## config.mk

```make
export PLATFORM = sky130hd
export DESIGN_NAME = qed_wb_fifo
export DESIGN_NICKNAME = d
export VERILOG_FILES = /design/src/rtl/qed_wb_fifo.sv
export SDC_FILE = /design/constraint.sdc
export NUM_CORES = 1
export LEC_CHECK = 0
export ABC_AREA = 1
export BUFFER_PORTS_ARGS = -buffer_cell sky130_fd_sc_hd__clkbuf_2
export CORE_MARGIN = 2
export CORE_UTILIZATION = 45
export DETAILED_ROUTE_END_ITERATION = 10
export GPL_ROUTABILITY_DRIVEN = 0
export SETUP_SLACK_MARGIN = 0.1
export SYNTH_ARGS = -nofsm -noshare
export SYNTH_HDL_FRONTEND = slang
export SYNTH_SLANG_ARGS = --single-unit
```

## constraint.sdc

```tcl
create_clock -name clk_i -period 9.9 [get_ports clk_i]
set_input_delay 2.475 -clock clk_i [delete_from_list [all_inputs] [get_ports clk_i]]
set_output_delay 2.475 -clock clk_i [all_outputs]
set_load 0.03 [all_outputs]
```

## src/rtl/qed_wb_fifo.sv

```systemverilog
// In-order buffer of original writebacks {rd, data}; at most one push or pop per cycle.
module qed_wb_fifo #(
  parameter int unsigned DEPTH = 16,
  parameter int unsigned WIDTH = 37
) (
  input  logic                   clk_i,
  input  logic                   rst_ni,
  input  logic                   push_i,
  input  logic                   pop_i,
  input  logic [WIDTH-1:0]       wdata_i,
  output logic [WIDTH-1:0]       rdata_o,
  output logic [$clog2(DEPTH):0] count_o,
  output logic                   full_o,
  output logic                   empty_o
);

  localparam int unsigned AW = $clog2(DEPTH);
  localparam logic [AW:0] FULL_CNT = (AW + 1)'(DEPTH);

  logic [WIDTH-1:0] mem_q [DEPTH];
  logic [AW-1:0]    wptr_q, wptr_d, rptr_q, rptr_d;
  logic [AW:0]      cnt_q, cnt_d;
  logic             do_push_s, do_pop_s;

  assign full_o    = (cnt_q == FULL_CNT);
  assign empty_o   = (cnt_q == {(AW + 1){1'b0}});
  assign do_push_s = push_i && !full_o;
  assign do_pop_s  = pop_i && !empty_o;
  assign rdata_o   = mem_q[rptr_q];
  assign count_o   = cnt_q;

  // Pointer/count next state; pointers wrap naturally since DEPTH is a power of 2.
  always_comb begin
    wptr_d = wptr_q;
    rptr_d = rptr_q;
    cnt_d  = cnt_q;
    if (do_push_s) begin
      wptr_d = wptr_q + AW'(1);
      cnt_d  = cnt_q + (AW + 1)'(1);
    end else if (do_pop_s) begin
      rptr_d = rptr_q + AW'(1);
      cnt_d  = cnt_q - (AW + 1)'(1);
    end else begin
      cnt_d = cnt_q;
    end
  end

  // Pointer and count registers.
  always_ff @(posedge clk_i or negedge rst_ni) begin
    if (!rst_ni) begin
      wptr_q <= {AW{1'b0}};
      rptr_q <= {AW{1'b0}};
      cnt_q  <= {(AW + 1){1'b0}};
    end else begin
      wptr_q <= wptr_d;
      rptr_q <= rptr_d;
      cnt_q  <= cnt_d;
    end
  end

  // Storage array.
  always_ff @(posedge clk_i) begin
    if (do_push_s) begin
      mem_q[wptr_q] <= wdata_i;
    end
  end

endmodule

```

# Word-level counts from Yosys, hierarchy flattened

Memory sizes are Yosys's and may differ from the RTL's.
Cells that the tools add are included.

Register bits: 13
RAM bits: 592
Output and inout port bits: 44
Memories: 1

$add $sub $neg: 4
Eq/ne operators: 1
Multiplexer cells: 4
Bitwise operators: 1
Reduce and logical (&&, ||, !) cells: 7

Memory list:

| name  | words | width | read ports | clocked after Yosys merged registers in | write ports | line | source |
|---|---|---|---|---|---|---|---|
| mem_q | 16    | 37    | 1          | 0                                       | 1           | 20   | `logic [WIDTH-1:0] mem_q [DEPTH];` |

Operators with widths:

| kind                                             | count |
|---|---|
| two-way mux 5 bit                                | 2 |
| adder 4 x 1 -> 4 bit, second input constant      | 2 |
| adder 5 x 1 -> 5 bit, second input constant      | 1 |
| == test 5 bit, second input constant             | 1 |
| logical NOT 5 bit                                | 1 |
| subtractor 5 x 1 -> 5 bit, second input constant | 1 |
| logical AND 1 bit                                | 2 |
| logical NOT 1 bit                                | 2 |
| two-way mux 1 bit                                | 2 |
| AND reduction 2 bit                              | 1 |
| nonzero test 2 bit                               | 1 |
| NOT 1 bit                                        | 1 |

# Depth between registers and ports, before layout

Gate-level depths: netlist of run 1.

Depth after elaboration: 5
Depth in mapped cells: 11
Gate-level depth less buffers: 11

# Worst setup path before layout of run 1

Ideal clock, no wire load.

Path type: input to register
From: input port push_i
To: memory mem_q[0][0] (enable)
Arrival: 4.585 ns
Path slack: 4.884 ns
Cell stages on the path: 4
Path buffers: 0
Path through: nand2_1 inv_1 nand2_1 nor2_1

Longest elaborated chain between the ends: 3

Ends and longest elaborated chain:

| what                                    | line | source |
|---|---|---|
| start, declared                         | 8    | `input logic push_i,` |
| logical AND 1 bit                       | 27   | `assign do_push_s = push_i && !full_o;` |
| two-way mux 1 bit                       | 63   | `if (do_push_s) begin` |
| two-way mux 1 bit (implied by the code) | 64   | `mem_q[wptr_q] <= wdata_i;` |
| end, declared                           | 20   |  |

No other way between the ends.

# Worst setup path in the final report of run 1

From: register rptr_q[2]
To: output port rdata_o[6]

Longest elaborated chain between the ends: 1

Ends and longest elaborated chain:

| what                   | line | source |
|---|---|---|
| start, declared        | 21   | `logic [AW-1:0] wptr_q, wptr_d, rptr_q, rptr_d;` |
| start signal, assigned | 52   | `rptr_q <= {AW{1'b0}};` |
| start signal, assigned | 56   | `rptr_q <= rptr_d;` |
| memory (16 x 37 bit)   | -    |  |
| end, declared          | 11   | `output logic [WIDTH-1:0] rdata_o,` |

No other way between the ends.

==> flow_summary.json, run 1 <==
{
  "dp_hpwl_mm": 26.5,
  "final_cell_mix": "edfxtp_1 (592), nand2_1 (398), nor2_1 (226)",
  "status": "completed",
  "grt_max_degree": 114,
  "dr.pass1.iters": 7,
  "crit_chain": "buf_4 -> nand2_2 -> buf_4 -> clkinv_1 -> nand3_1 -> nand2_1 -> a31oi_1 -> nand2_1 -> nand2_1 -> clkbuf_2",
  "post_cts_resize_count": 0,
  "final.min_clock_period_ns": 7.02,
  "critPathLaunchType": "register",
  "viasPerCell": 5.45,
  "synthAdderAreaFrac_pct": 0.502,
  "endpoint": "rdata_o[6]",
  "setup_ws_ns": 2.88,
  "cts_root_buf": "clkbuf_16",
  "powerDensity_mw_per_mm2": 305,
  "cp_slowest_cell": "clkinv_1",
  "drv_cap": 0,
  "initial_core_util_pct": 45.6,
  "drt_iter0_drc": 1482,
  "synth_cell_types": 26,
  "max-slew-margin-rel_pct": 26.1,
  "crit_start": "rptr_q[2]",
  "reg2reg_slack_ns": 6.95,
  "syn_inst": 1891,
  "area_delta_synth_final_pct": 11.9,
  "setup_viol_count_final": 0,
  "track_usage_pct": 20.3,
  "ctsHoldBuffers": 0,
  "cts.sinks": 605,
  "mostFrequentLayoutCell": "edfxtp_1",
  "tightest_slew_ns": 1.11,
  "place_ws_ns": 3.49,
  "clockBufferDepth": 3,
  "fill_cells": 4534,
  "peakVddDrop_mv": 0.155,
  "clkLatencyLatePin_ns": 0.61,
  "rsz0062_at_grt": "false",
  "clock-skew-final_ns": 0.0121,
  "r2r_cells": 7,
  "final.setup.tns_ns": 0,
  "cp_max_fo": 59,
  "std_cell_rows": 84,
  "synth_nets": 1941,
  "synth_compound_area_share_pct": 8.92,
  "hold_class": "register to register",
  "yosys_warnings": 0,
  "crit-reg2reg-capture": "mem_q[9][12]",
  "r2r_start": "count_o[0]",
  "routed_wl_mm": 56.9,
  "routed-via-count": 14700,
  "cp.required_ns": 7.43,
  "grt_overflow": 0,
  "die_w_um": 235,
  "layout.nets": 2003,
  "ioPinCount": 85,
  "cp_data_arrival_time_ns": 4.54,
  "max_stage_delay_ns": 0.97,
  "max_clock_freq_ghz": 0.143,
  "ant_nets": 0,
  "synth_seq_area_share_pct": 75.6,
  "drive_gt1_share_pct": 10.8,
  "clk_pin_slew_ns": 0.06,
  "io_buffers": 84,
  "grt_pass1_vias": 14100,
  "fin_cells": 2690,
  "post_drt_wl_per_cell_um": 21.1,
  "die_h_um": 235,
  "yosys_register_bits": 605,
  "critical_path_class": "register to primary output",
  "synth-xor-area-share_pct": 0.329,
  "synth_top_family_by_area": "simple AND/OR/NAND/NOR gates",
  "postLayoutCoreUtil_pct": 51.0,
  "cts_setup_buffers": 0,
  "antenna_found_initial": 3,
  "die_area_mm2": 0.0551,
  "drc": 0,
  "dp_cells": 2579,
  "leakage_nw": 9.20,
  "worst_path_most_repeated_cell": "nand2_1",
  "synthSimpleGateAreaFrac_pct": 11.8,
  "end_kind": "primary output",
  "core_mm2": 0.0526,
  "numCtsBuffers": 60,
  "grt_pass1_wl_mm": 86.2,
  "drv_slew": 0,
  "yosys-mux-area-fraction_pct": 0,
  "syn_avg_cell_area_um2": 12.7,
  "timing.final.crit_share_pct": 70.9,
  "cts_tree": "yes",
  "h-tree-depth": 2,
  "syn-cell-area_mm2": 0.0239,
  "hold_viol": 0
}
worst min-delay path by stage:
stage / startpoint / to / slack [ns] / depth (start not counted)
after CTS: wptr_q[2] / wptr_q[2] / 0.56 / 1
final: wptr_q[2] / wptr_q[2] / 0.56 / 1
after global placement: count_o[4] / count_o[4] / 0.52 / 2
after floorplan: wptr_q[2] / wptr_q[2] / 0.50 / 1
after detailed placement: count_o[4] / count_o[4] / 0.55 / 2
after global routing: count_o[3] / count_o[3] / 0.58 / 2
flip-flops by register name, indices dropped and copies added (netlist names):
register	flops
mem_q	592
count_o	5
wptr_q	4
rptr_q	4
cells in the mapped netlist:
cell        n  area (µm²)
a21oi_1   115         576
a31oi_1    17         106
buf_1       9        33.8
buf_2      46         230
buf_4      10        75.1
buf_6      10         113
buf_8       2        30.0
clkbuf_1   34         128
clkinv_1    1        3.75
dfrtp_1    13         325
edfxtp_1  592       17800
fa_1        1        20.0
ha_1        8         100
inv_1      13        48.8
inv_2       2        7.51
inv_6       1        8.76
nand2_1   398        1490
nand2_2     1        6.26
nand2b_1    1        6.26
nand3_1    83         415
nor2_1    243         912
o211ai_1   17         128
o21ai_0   218        1090
o21ai_1    47         235
xnor2_1     1        8.76
xor2_1      8        70.1
cells by family (layout without fill, tap and decap cells):
| group | Yosys count | in the layout |
|---|---|---|
| simple gates | 726 | 726 |
| flops | 605 | 605 |
| compound gates | 414 | 414 |
| buf+inv | 128 | 237 |
| fa+ha+maj | 9 | 9 |
| xor+xnor | 9 | 9 |
| other cells | 0 | 2 |
cell type report:
cell class	instances	area [µm²]	share of cell area (%)
inverter	17	71.3	0.266
tap	688	861	3.21
multi-input combinational	1158	5300	19.8
clock inverter	35	262	0.976
antenna	2	5.00	0.0187
timing repair buffer	111	623	2.32
clock buffer	74	1580	5.88
sequential	605	18100	67.6
power by group:
| group | switching [mW] | internal [mW] |
|---|---|---|
| Clock | 0.928 | 1.22 |
| Sequential | 0.133 | 3.08 |
| Combinational | 2.11 | 0.714 |
per-layer routing:
layer | part of all wire (%) | track usage [%] | up-vias
met2 | 49 | 33.5 | 420
met1 | 44 | 28.8 | 7283
li1 | - | - | 6872
met4 | 1.7 | 5.12 | 2
met3 | 5.5 | 2.66 | 74
met5 | 0.023 | 0 | -
per-stage QoR:
| step | power [mW] | hold WS [ns] | instance area [µm²] |
|---|---|---|---|
| after global routing | 8.65 | 0.577 | 26800 |
| after CTS | 8.26 | 0.564 | 26800 |
| after detailed placement | 6.12 | 0.552 | 25000 |
| after floorplan | 5.24 | 0.502 | 23900 |
| final | 8.19 | 0.558 | 26800 |
| after global placement | 6.09 | 0.521 | 25000 |
critical path: cells and delay by family (launching register included):
kind            cells  cell delay, ns
compound gates      1            0.16
flops               1            0.68
buf+inv             4            2.33
simple gates        5            0.69
Note: power is estimated with default switching activity, not from simulation.
==> run 2, diff against run 1 <==
clock period = 6.8 ns   (was 9.9 ns; I/O delays follow)
==> flow_summary.json, run 2 (synthesized netlist as in run 1, its figures left out) <==
{
  "die_area_mm2": 0.0551,
  "io_buffers": 84,
  "final.setup.tns_ns": 0,
  "dr.pass1.iters": 5,
  "critical_path_class": "register to primary output",
  "place_ws_ns": 2.16,
  "diodes": 0,
  "hold_start": "count_o[4]",
  "drv_slew": 0,
  "drc": 0,
  "area_delta_synth_final_pct": 12.6,
  "clockBufferDepth": 3,
  "cts_tree": "yes",
  "end_kind": "primary output",
  "whs_ns": 0.541,
  "initial_core_util_pct": 45.6,
  "setup_ws_ns": 1.48,
  "max_clock_freq_ghz": 0.188,
  "grt_overflow": 0,
  "max-slew-margin-rel_pct": 7.86,
  "cts_root_buf": "clkbuf_16",
  "die_w_um": 235,
  "grt_max_degree": 156,
  "grt_pass1_wl_mm": 87.3,
  "routed-via-count": 14700,
  "powerDensity_mw_per_mm2": 450,
  "timing.final.crit_share_pct": 78.2,
  "max_stage_delay_ns": 0.74,
  "clkLatencyLatePin_ns": 0.63,
  "h-tree-depth": 2,
  "cts.sinks": 605,
  "hold_viol": 0,
  "track_usage_pct": 20.7,
  "std_cell_rows": 84,
  "peakVddDrop_mv": 0.258,
  "crit_start": "rptr_q[0]",
  "r2r_cells": 7,
  "multi_input_comb_area_mm2": 0.00530,
  "drt_iter0_drc": 1239,
  "largest_reg_flops": 592,
  "critPathLaunchType": "register",
  "final_cell_mix": "edfxtp_1 (592), nand2_1 (398), nor2_1 (226)",
  "regMostFlops": "mem_q",
  "dp_hpwl_mm": 29.0,
  "cts_setup_buffers": 0,
  "drv_cap": 0,
  "post_drt_wl_per_cell_um": 21.4,
  "crit_chain": "inv_8 -> buf_12 -> nor2_1 -> nor2_1 -> o21ai_0 -> o211ai_1 -> nand2_1 -> nand2_1 -> clkbuf_2",
  "layout.nets": 2005,
  "ioPinCount": 85,
  "core_mm2": 0.0526,
  "crit-reg2reg-capture": "mem_q[0][14]",
  "setup_viol_count_final": 0,
  "hold_depth": 2,
  "post_cts_resize_count": 0,
  "regArea_mm2": 0.0181,
  "status": "completed",
  "min_to": "count_o[4]",
  "numCtsBuffers": 60,
  "mostFrequentLayoutCell": "edfxtp_1",
  "tightest_slew_ns": 1.38,
  "leakage_nw": 9.29,
  "cp_data_arrival_time_ns": 3.62,
  "cp_max_fo": 155,
  "routed_wl_mm": 57.7,
  "reg2reg_slack_ns": 3.51,
  "grt_pass1_vias": 14300,
  "clk_pin_slew_ns": 0.06,
  "total_power_mw": 12.1,
  "fin_cells": 2694,
  "ctsHoldBuffers": 0,
  "antenna_found_initial": 2,
  "fill_cells": 4447,
  "cp_slowest_cell": "dfrtp_4",
  "r2r_start": "count_o[0]",
  "clock-skew-final_ns": 0.0230,
  "final.min_clock_period_ns": 5.32,
  "rsz0062_at_grt": "false",
  "viasPerCell": 5.47,
  "hold_class": "register to register",
  "die_h_um": 235,
  "ant_nets": 0,
  "drive_gt1_share_pct": 11.2,
  "dp_cells": 2581,
  "cp.required_ns": 5.10
}
-- run 2: cell types whose count changed in the layout (fill, tap and decap cells not counted) --
cell	before	now
clkinv_4	1	0
bufinv_16	4	8
clkinv_8	0	1
buf_4	27	28
clkbuf_1	13	6
diode_2	2	0
inv_6	0	2
buf_12	0	1
clkinv_1	17	21
clkinv_2	13	14
-- run 2: worst max path at each step --
stage | slack, ns | to | cells past startpoint
after floorplan | 2.56 | mem_q[0][0] | 4
after global placement | 2.18 | rdata_o[12] | 9
after detailed placement | 2.16 | rdata_o[31] | 7
after CTS | 1.48 | rdata_o[31] | 7
after global routing | 1.26 | rdata_o[31] | 7
final | 1.48 | rdata_o[31] | 9
-- run 2: layout make-up --
| type | count | share of cell area [%] |
|---|---|---|
| Inverter | 17 | 0.264 |
| Clock inverter | 46 | 1.58 |
| Tap cell | 688 | 3.19 |
| Sequential cell | 605 | 67.2 |
| Multi-Input combinational cell | 1158 | 19.6 |
| Clock buffer | 67 | 5.74 |
| Timing Repair Buffer | 113 | 2.41 |
-- run 2: critical path, delay by kind of cell, from the launching register on --
kind                   cells  cell delay (ns)
buffers and inverters      3             1.36
DFF                        1             0.74
AOI/OAI and AO/OA          2             0.20
and+or+nand+nor            4             0.42
-- run 2: metrics by stage --
step / area, µm² / utilization, %
finish: 27000 / 51.3
global route: 27000 / 51.3
CTS: 27000 / 51.3
detailed placement: 25000 / 47.6
global placement: 25000 / 47.6
floorplan: 23900 / -
-- run 2: power breakdown --
part           leakage, nW  internal (mW)  total (mW)  switching [mW]
Combinational         2.82           1.05        4.15            3.10
Sequential            5.50           4.48        4.66           0.183
Clock                0.974           1.93        3.32            1.39
Total                 9.29           7.46        12.1            4.67
-- run 2: metal layers --
metal,track usage (%),wire length (µm),vias to the layer above
li1,-,-,6894
met2,34.1,28000,414
met4,5.01,964,4
met1,29.0,25700,7335
met5,0,21,-
met3,3.38,3120,83
==> run 3, diff against run 2 <==
clock period = 5 ns   (was 6.8 ns; I/O delays follow)
==> flow_summary.json, run 3 (synthesized netlist as in run 1, its figures left out) <==
{
  "status": "completed",
  "die_w_um": 235,
  "final_cell_mix": "edfxtp_1 (592), nand2_1 (398), nor2_1 (226)",
  "cp_data_arrival_time_ns": 3.29,
  "cp_num_cells": 8,
  "numCtsBuffers": 59,
  "cp_max_fo": 58,
  "routed-via-count": 14800,
  "grt_pass1_vias": 14600,
  "drt_iter0_drc": 1394,
  "leakage_nw": 9.27,
  "r2r_start": "count_o[0]",
  "r2r_cells": 7,
  "diodes": 0,
  "setup_viol_count_final": 0,
  "timing.final.crit_share_pct": 90.8,
  "critical_path_class": "register to primary output",
  "max_stage_delay_ns": 0.78,
  "clock-skew-final_ns": 0.0147,
  "mostFrequentLayoutCell": "edfxtp_1",
  "worst_path_most_repeated_cell": "nand2_1",
  "die_area_mm2": 0.0551,
  "multi_input_comb_area_mm2": 0.00530,
  "powerDensity_mw_per_mm2": 610,
  "drv_slew": 0,
  "post_drt_wl_per_cell_um": 21.7,
  "drv_cap": 0,
  "p_switching_mw": 6.33,
  "area_delta_synth_final_pct": 12.6,
  "hold_start": "count_o[3]",
  "layout.nets": 2011,
  "routed_wl_mm": 58.3,
  "h-tree-depth": 2,
  "std_cell_rows": 84,
  "grt_max_degree": 228,
  "cts_root_buf": "clkbuf_16",
  "cts_tree": "yes",
  "pwr-share-comb_pct": 34.8,
  "switching_share_pct": 38.5,
  "largest_reg_flops": 592,
  "io_buffers": 84,
  "clkLatencyLatePin_ns": 0.61,
  "clk_pin_slew_ns": 0.06,
  "p_int_mw": 10.1,
  "hold_class": "register to register",
  "cp.required_ns": 3.75,
  "core_mm2": 0.0526,
  "cp_num_buf_inv": 2,
  "crit_start": "rptr_q[1]",
  "post_cts_resize_count": 0,
  "tightest_slew_ns": 1.23,
  "die_h_um": 235,
  "drive_gt1_share_pct": 10.9,
  "endpoint": "rdata_o[6]",
  "hold_viol": 0,
  "end_kind": "primary output",
  "track_usage_pct": 21.1,
  "clockPowerShare_pct": 26.7,
  "total_power_mw": 16.5,
  "rsz0062_at_grt": "false",
  "peakVddDrop_mv": 0.799,
  "antenna_found_initial": 2,
  "regMostFlops": "mem_q",
  "cts_setup_buffers": 0,
  "viasPerCell": 5.50,
  "crit_chain": "nand2_2 -> clkinv_1 -> nand3_1 -> nand2_1 -> a31oi_1 -> nand2_1 -> nand2_1 -> clkbuf_2",
  "max_clock_freq_ghz": 0.220,
  "initial_core_util_pct": 45.6,
  "power_frac_seq_pct": 38.5,
  "final.setup.tns_ns": 0,
  "dp_hpwl_mm": 28.3,
  "fill_cells": 4510,
  "grt_pass1_wl_mm": 89.1,
  "cpLargestDelayFamily": "buffers and inverters",
  "reg2reg_slack_ns": 1.97,
  "ant_nets": 0,
  "dr.pass1.iters": 5,
  "cts.sinks": 605,
  "clockBufferDepth": 3,
  "ioPinCount": 85,
  "regArea_mm2": 0.0181,
  "drc": 0,
  "final.min_clock_period_ns": 4.54,
  "max-slew-margin-rel_pct": 18.1,
  "ctsHoldBuffers": 0,
  "crit-reg2reg-capture": "mem_q[9][12]",
  "critPathLaunchType": "register",
  "cp_slowest_cell": "clkinv_1",
  "grt_overflow": 0
}
[run 3: changes by cell type in the layout (fill, tap and decap cells not counted), moves of 2 or more]
cell / change
buf_4: +4
buf_12: +3
inv_6: -2
clkinv_1: -3
clkbuf_1: +8
clkinv_2: -11
[run 3: worst min path at each step]
stage / endpoint / cells past startpoint
after floorplan: wptr_q[2] / 1
after global placement: count_o[4] / 2
after detailed placement: wptr_q[2] / 1
after CTS: wptr_q[1] / 1
after global routing: wptr_q[1] / 1
final: count_o[3] / 2
[run 3: per-layer routing]
metal	vias up	track usage (%)	part of all wire, %
li1	6897	-	-
met1	7356	30.2	44
met2	446	34.1	48
met3	92	3.48	6.0
met4	4	4.91	1.8
met5	-	0	0.041
[run 3: cell type report]
type | instances | share of cell area, %
Tap cell | 688 | 3.19
Timing Repair Buffer | 120 | 2.75
Multi-Input combinational cell | 1158 | 19.6
Clock buffer | 75 | 5.86
Sequential cell | 605 | 67.2
Inverter | 17 | 0.264
Clock inverter | 29 | 1.13
[run 3: worst min-delay path: stages (launching register included)]
cell	delay (ns)
dfrtp_1	0.40
nand2_1	0.07
nand2_1	0.06
[run 3: power by group through the flow]
stage	clock [mW]	sequential (mW)	combinational (mW)
finish	4.38	6.34	5.73
global route	4.65	6.38	6.36
CTS	4.46	6.34	5.80
detailed placement	0	6.44	5.78
global placement	0	6.43	5.73
floorplan	0	6.36	4.01
[run 3: stage by stage]
step	hold slack [ns]	utilization [%]	setup slack [ns]	instance area, µm²	instances
2_1_floorplan	0.502	-	1.21	23900	1891
3_3_place_gp	0.525	47.7	1.11	25100	2588
3_5_place_dp	0.548	47.7	1.09	25100	2588
4_1_cts	0.552	51.3	0.425	27000	2692
5_1_grt	0.563	51.3	0.218	27000	2692
6_report	0.557	51.3	0.458	27000	2692
